$ cat src/rtl/divmodule.sv
// divmodule: 8-bit restoring divider, one quotient bit per CALC cycle.
// Define DIV_SIGNED_EN to add the SIGNED port and the FIX sign stage.
module divmodule (
    input  logic       CLK,
    input  logic       RESET,
    input  logic       START,
    input  logic [7:0] DATA1,
    input  logic [7:0] DATA2,
`ifdef DIV_SIGNED_EN
    input  logic       SIGNED,
`endif
    output logic [7:0] QUOTIENT,
    output logic [7:0] REMAINDER,
    output logic       BUSY,
    output logic       DONE,
    output logic       DIVZERO
);

`ifdef DIV_SIGNED_EN
    typedef enum logic [1:0] {IDLE, CALC, FIX, FINISH} state_t;
`else
    typedef enum logic [1:0] {IDLE, CALC, FINISH} state_t;
`endif

    state_t     r_state;
    state_t     w_next;
    logic [3:0] r_cnt;
    logic [7:0] r_dvd;
    logic [7:0] r_dvs;
    logic [7:0] r_quo;
    logic [7:0] r_rem;
    logic [7:0] r_quotient;
    logic [7:0] r_remainder;
    logic       r_busy;
    logic       r_done;
    logic       r_divzero;
    logic       w_last;
    logic       w_zero;
    logic       w_ge;
    logic       w_sgn;
    logic [8:0] w_shift;
    logic [7:0] w_rem_nxt;
    logic [7:0] w_mag1;
    logic [7:0] w_mag2;

`ifdef DIV_SIGNED_EN
    logic r_sgn;
    logic r_neg1;
    logic r_neg2;
    logic w_neg1;
    logic w_neg2;

    assign w_neg1 = SIGNED & DATA1[7];
    assign w_neg2 = SIGNED & DATA2[7];
    assign w_mag1 = w_neg1 ? 8'(-DATA1) : DATA1;
    assign w_mag2 = w_neg2 ? 8'(-DATA2) : DATA2;
    assign w_sgn  = r_sgn;
`else
    assign w_mag1 = DATA1;
    assign w_mag2 = DATA2;
    assign w_sgn  = 1'b0;
`endif

    // Partial remainder shifted left with the next dividend bit, then trial subtract.
    assign w_shift   = {r_rem, r_quo[7]};
    assign w_ge      = (w_shift >= {1'b0, r_dvs});
    assign w_rem_nxt = w_ge ? 8'(w_shift - {1'b0, r_dvs}) : w_shift[7:0];
    assign w_zero    = (r_dvs == 8'd0);
    assign w_last    = (r_cnt == 4'd8);

    assign QUOTIENT  = r_quotient;
    assign REMAINDER = r_remainder;
    assign BUSY      = r_busy;
    assign DONE      = r_done;
    assign DIVZERO   = r_divzero;

    // State register.
    always_ff @(posedge CLK or negedge RESET) begin
        if (!RESET) r_state <= IDLE;
        else        r_state <= w_next;
    end

    // Next-state logic; START only counts in IDLE or FINISH.
    always_comb begin
        w_next = r_state;
        unique case (r_state)
            IDLE: begin
                if (START) w_next = CALC;
            end
            CALC: begin
                if (w_zero) begin
                    w_next = FINISH;
                end else if (w_last) begin
`ifdef DIV_SIGNED_EN
                    w_next = w_sgn ? FIX : FINISH;
`else
                    w_next = FINISH;
`endif
                end
            end
`ifdef DIV_SIGNED_EN
            FIX: w_next = FINISH;
`endif
            FINISH: w_next = START ? CALC : IDLE;
            default: w_next = IDLE;
        endcase
    end

    // Operand latch, iteration datapath and registered results.
    always_ff @(posedge CLK or negedge RESET) begin
        if (!RESET) begin
            r_cnt       <= 4'd0;
            r_dvd       <= 8'd0;
            r_dvs       <= 8'd0;
            r_quo       <= 8'd0;
            r_rem       <= 8'd0;
            r_quotient  <= 8'd0;
            r_remainder <= 8'd0;
            r_busy      <= 1'b0;
            r_done      <= 1'b0;
            r_divzero   <= 1'b0;
`ifdef DIV_SIGNED_EN
            r_sgn       <= 1'b0;
            r_neg1      <= 1'b0;
            r_neg2      <= 1'b0;
`endif
        end else begin
            r_done <= 1'b0;
            unique case (r_state)
                IDLE, FINISH: begin
                    if (START) begin
                        r_dvd  <= DATA1;
                        r_dvs  <= w_mag2;
                        r_quo  <= w_mag1;
                        r_rem  <= 8'd0;
                        r_cnt  <= 4'd0;
                        r_busy <= 1'b1;
                        if (DATA2 != 8'd0) r_divzero <= 1'b0;
`ifdef DIV_SIGNED_EN
                        r_sgn  <= SIGNED;
                        r_neg1 <= w_neg1;
                        r_neg2 <= w_neg2;
`endif
                    end
                end
                CALC: begin
                    if (w_zero) begin
                        r_quotient  <= 8'hFF;
                        r_remainder <= r_dvd;
                        r_divzero   <= 1'b1;
                        r_done      <= 1'b1;
                        r_busy      <= 1'b0;
                    end else if (!w_last) begin
                        r_rem <= w_rem_nxt;
                        r_quo <= {r_quo[6:0], w_ge};
                        r_cnt <= r_cnt + 4'd1;
                    end else if (!w_sgn) begin
                        r_quotient  <= r_quo;
                        r_remainder <= r_rem;
                        r_done      <= 1'b1;
                        r_busy      <= 1'b0;
                    end
                end
`ifdef DIV_SIGNED_EN
                // Quotient sign is the XOR of operand signs; remainder follows dividend.
                FIX: begin
                    r_quotient  <= (r_neg1 ^ r_neg2) ? 8'(-r_quo) : r_quo;
                    r_remainder <= r_neg1 ? 8'(-r_rem) : r_rem;
                    r_done      <= 1'b1;
                    r_busy      <= 1'b0;
                end
`endif
                default: ;
            endcase
        end
    end

endmodule

$ cat config.mk
export PLATFORM = sky130hd
export DESIGN_NAME = divmodule
export DESIGN_NICKNAME = d
export VERILOG_FILES = /design/src/rtl/divmodule.sv
export SDC_FILE = /design/constraint.sdc
export NUM_CORES = 1
export LEC_CHECK = 0
export ABC_CLOCK_PERIOD_IN_PS = 2000
export BUFFER_PORTS_ARGS = -buffer_cell sky130_fd_sc_hd__buf_2
export CAP_MARGIN = 5
export CORE_MARGIN = 2
export CORE_UTILIZATION = 40
export DETAILED_ROUTE_END_ITERATION = 10
export REMOVE_ABC_BUFFERS = 1
export SKIP_LAST_GASP = 1
export SYNTH_ARGS = -nofsm -noshare
export SYNTH_HDL_FRONTEND = slang
export SYNTH_SLANG_ARGS = --single-unit
$ cat constraint.sdc
create_clock -name CLK -period 2 [get_ports CLK]
set_clock_uncertainty 0.05 [all_clocks]
set_input_delay 0.2 -clock CLK [delete_from_list [all_inputs] [get_ports CLK]]
set_output_delay 0.2 -clock CLK [all_outputs]
set_load 0.02 [all_outputs]
; Yosys cells after proc, flatten, opt, wreduce, memory -nomap -nowiden
; Cells that the tools add are included.
[classes]
n_addsub = 2
n_lt_le_gt_ge = 1
n_eq_ne = 10
n_mux = 33
reduce_logical = 12
[ops]
columns = cell, count
row1 = $mux 8, 11
row2 = $pmux 8 s2, 2
row3 = $mux 4, 3
row4 = $ne 2x2->1 const B, 6
row5 = $mux 1, 10
row6 = $ge 9x8->1, 1
row7 = $logic_not 8->1, 1
row8 = $pmux 4 s2, 1
row9 = $reduce_and 4->1, 2
row10 = $reduce_bool 8->1, 1
row11 = $sub 8x8->8, 1
row12 = $mux 2, 3
row13 = $pmux 2 s3, 1
row14 = $reduce_and 2->1, 3
row15 = $add 4x1->4 const B, 1
row16 = $eq 4x4->1 const B, 1
row17 = $pmux 1 s2, 2
row18 = $reduce_bool 2->1, 2
row19 = $ne 3x3->1 const B, 1
row20 = $reduce_and 3->1, 1
row21 = $eq 2x1->1 const B, 1
row22 = $eq 2x2->1 const B, 1
row23 = $logic_not 2->1, 1
row24 = $reduce_or 2->1, 1
[word_totals]
ff_bits = 57
input_bits = 19
out_inout_bits = 19
word_cells = 69

; Logic depth before layout (Yosys ltp)
[depth]
ltp_word = 5
ltp_mapped = 8
ltp_nobuf = 8

; Least setup slack after synthesis
; OpenSTA, ideal clock, no wires.
[synth_path]
path_kind = reg2reg
from = register r_dvs[1]
to = register r_rem[5]
setup_time_ps = 120
t_arrival_ps = 1877
t_required_ps = 1830
setup_slack_ps = -47
stages_incl_launch_ff = 9
path_buffers = 1
period_less_slack_ps = 2047
cell_sequence = dfrtp_1 inv_1 ha_1 nor2b_1 o21ai_2 a31oi_4 or2_0 buf_4 a31o_2
[synth_via]
elab_chain_len = 5
word_cells_on_any_way = 9
classes_between = add/sub: 1 / order compare: 1 / eq/ne: 1 / mux: 4 / reduce/logical: 2
[synth_lines]
columns = item, line_no
row1 = start: declaration, 29  ; logic [7:0] r_dvs;
row2 = start signal: assignment, 133  ; r_dvs <= w_mag2;
row3 = $sub 8x8->8 / $ge 9x8->1 (equally long branches), "67, 66"
row4 = $mux 8, 67  ; assign w_rem_nxt = w_ge ? 8'(w_shift - {1'b0, r_dvs}) : w_shift[7:0];
row5 = $mux 8, 153  ; end else if (!w_last) begin
row6 = $mux 8, 147  ; if (w_zero) begin
row7 = $pmux 8 s2, 129  ; unique case (r_state)
row8 = end signal: assignment, 154  ; r_rem <= w_rem_nxt;
row9 = end: declaration, 31  ; logic [7:0] r_rem;
; Several ways; a longest one is shown, not always the timed one. The select of a mux whose other input is x is not followed.
; A chain may end at the register's enable or synchronous reset.

; Worst setup path in the final report
[layout_path]
from = register r_quo[7]
to = register r_rem[6]
[layout_via]
elab_chain_len = 5
word_cells_on_any_way = 6
classes_between = add/sub: 1 / order compare: 1 / mux: 4
[layout_lines]
columns = item, line_no
row1 = start: declaration, 30  ; logic [7:0] r_quo;
row2 = start signal: assignment, 134  ; r_quo <= w_mag1;
row3 = start signal: assignment, 155  ; r_quo <= {r_quo[6:0], w_ge};
row4 = $sub 8x8->8 / $ge 9x8->1 (equally long branches), "67, 66"
row5 = $mux 8 (*), 67
row6 = $mux 8 (*), 153
row7 = $mux 8 (*), 147
row8 = $pmux 8 s2 (*), 129
; Mark *: on every way between the ends. The rest lies on a longest branch, timed or not. The select of a mux whose other input is x is not followed.

==> results.yml <==
synthesis:
  ys_types: 48
  syn-cell-area_sq_um: 2967
  synth_top_family_by_area: "compound AO/OA/AOI/OAI gates"
  synth_common_cells: "nand2_1, dfrtp_1, nor2_1"
  synthTopCellsByArea: "dfrtp_1, nand2_1, ha_1, mux2i_1, o21ai_0"
  synth_adder_area_share_pct: 4.892
  synth_top_area_share_pct: 48.08
  ys.flop_type: "dfrtp_1"
  synthXorXnorAreaFrac_pct: 1.476
  synth_most_common_cell: "nand2_1"
  synth_edf_count: 0
  syn-instance-count: 297
  syn-mean-instance-area_sq_um: 9.989
  yosys.area.top_type: "dfrtp_1"
  synth_compound_area_share_pct: 18.98
  yosysSeqAreaShare_pct: 48.08
  ys_ff_latch: 57
  ys_warn_count: 0
  async_reset_ff_share_pct: 100.0
  muxShareOfSynthArea_pct: 3.037
  synth_simple_gate_area_share_pct: 18.81
clock_tree:
  cts_tree: "built"
  cts_buffers: 9
  cts_root_buf: "clkbuf_8"
  clk_latency_ns: 0.34
  cts_sinks: 57
  htree_levels: 3
  cts_buffer_depth: 2
  clkTransAtPathRegs_ns: 0.07
die:
  placementRows: 31
  initial_core_util_pct: 41.12
  die_h_um: 90.12
  coreArea_sq_um: 7214
  die_area_sq_um: 8122
  ios: 38
  die_w_um: 90.12
critical_path:
  worst_path_max_delay_cell: "a2111o_1"
  crit_chain: "inv_1 > ha_2 > fa_2 > nand2b_4 > a2111o_1 > o311ai_1 > o21ai_1 > o221ai_1"
  max_stage_delay_ns: 0.37
  arrival_ns: 2.18
  crit_fanout: 2
  required_ns: 2.19
  critical_path_class: "reg2reg"
  worstSetupStartpointType: "register"
  worst_path_dominant_cell_family: "compound AO/OA/AOI/OAI gates"
  cp_num_buf_inv: 1
  endpoint_kind: "register"
power:
  p_leak_uw: 0.001857
  p_per_area_nw_per_um2: 2088
  ir_drop_uv: 713.4
hold_path:
  hold_class: "in2reg"
global_routing:
  grt_max_degree: 58
  grt_pass1_wl_mm: 12.12
  grt_antenna_before_repair: 0
  grt-ovfl-total: 0
  grt_pass1_vias: 2457
  track_usage_pct: 19.03
timing:
  fin_ws_ns: 0.009994
  grt_setup_unrepaired: "yes"
  slew-limit-headroom_pct: 65.98
  timing.hold.ws_ns: 0.02176
  finalSetupViolCount: 0
  hold_violations: 0
  drv_slew: 0
  worst_pin_slew_ns: 0.5103
  period_needed_ns: 1.990
  period_share_pct: 99.50
  achievable-frequency_mhz: 502.5
job:
  cap_violations: 0
layout:
  finalNetCount: 409
  synthToLayoutAreaGrowth_pct: 31.29
  drive_gt1_share_pct: 35.42
  num_antenna_cells: 0
  instances_no_fill: 483
  stdcell_area_sq_um: 3895
drt:
  wirelength_mm: 7.310
  drt_iter0_markers: 167
  routed_via_density: 5.050
  ant_nets: 0
  first_pass_iters: 4
  drc_errors: 0
  vias: 2439
  wl_per_cell_um: 15.13
place:
  gp_congestion: 0.8316
  place_hpwl_mm: 5.171
  postPlaceCellArea_sq_um: 3563
  port_buffers: 37
  pre_cts_ws_ns: -0.09621
  dp.cells: 462
status:
  status: "finished, final reports clean"
## layout make-up
type / instances / area (sq um)
inverter: 16 / 60.06
tap: 99 / 123.9
fill: 690 / 3319
clock buffer: 11 / 141.4
sequential: 57 / 1426
timing repair buffer: 84 / 594.3
multi-input combinational: 211 / 1494
clock inverter: 5 / 55.05
## metrics by stage
step	util, %	power, uW	TNS (ns)
4_1_cts	52.81	7891	0
5_1_grt	53.99	8792	-0.1636
2_1_floorplan	-	4890	-1.664
6_report	53.99	8135	0
3_3_place_gp	49.39	6553	0
3_5_place_dp	49.39	6662	-0.09621
## flip-flops by register name, indices dropped and copies added (netlist names)
name	count
r_dvd	8
BUSY	1
r_rem	8
DIVZERO	1
r_quo	8
REMAINDER	8
r_state	2
QUOTIENT	8
DONE	1
r_dvs	8
r_cnt	4
## worst min-delay path: cells and delay by family
| family | cells | cell delay (ns) |
|---|---|---|
| buffers and inverters | 1 | 0.09 |
| and+or+nand+nor | 2 | 0.08 |
## cell usage in the layout (no fill, tap or decap), types with 3 or more instances in the layout
cell type / instances
inv_1: 13
buf_2: 37
ha_4: 3
clkbuf_8: 10
ha_1: 6
nor2_1: 21
nand3_1: 14
o22a_1: 8
dfrtp_1: 57
a21oi_2: 10
a21oi_1: 4
mux2i_1: 9
o21ai_0: 14
a22oi_1: 4
o31ai_1: 3
nand2b_1: 4
inv_2: 3
xor2_1: 4
buf_12: 4
nand2_1: 58
buf_4: 41
o211ai_1: 5
## power breakdown
group / internal (uW) / switching, uW / total, uW / leakage (uW)
Combinational: 2310 / 2650 / 4960 / 0.00107
Sequential: 1730 / 367 / 2100 / 0.000688
Clock: 605 / 473 / 1080 / 0.0000953
## per-layer routing
| layer | vias to the layer above | GRT usage [%] | part of all wire [%] |
|---|---|---|---|
| met5 | - | 0 | 0 |
| met4 | 0 | 5.000 | 0.98 |
| met3 | 9 | 5.616 | 3.9 |
| met2 | 46 | 29.70 | 47 |
| met1 | 1182 | 26.02 | 48 |
| li1 | 1202 | - | - |
## path summary, 6_finish.rpt
path / startpoint / to / slack [ns] / depth (start not counted)
setup / recovery: r_quo[7] / r_rem[6] / 0.01 / 8
hold / removal: DATA1[1] / r_dvd[1] / 0.02 / 3
setup reg to reg: r_quo[7] / r_rem[6] / 0.01 / 8
hold reg to reg: r_dvd[0] / r_dvd[0] / 0.43 / 2
max in group asynchronous: RESET / r_dvs[1] / 1.29 / 3
min in group asynchronous: RESET / DONE / 0.34 / 3
## kinds of logic (layout without fill, tap and decap cells)
group	Yosys count	in the layout
flops	57	57
xor+xnor	5	5
buf+inv	29	116
mux	9	9
compound gates	70	70
simple gates	116	116
fa+ha+maj	11	11
## timing repair
action,4_1_cts,5_1_grt
pin swaps,2,8
buffers inserted,2,2
resized for setup,6,14
endpoints found under the hold margin,57,0
hold buffers,1,0
setup endpoints to repair,4,8
Note: power is estimated with default switching activity, not from simulation.
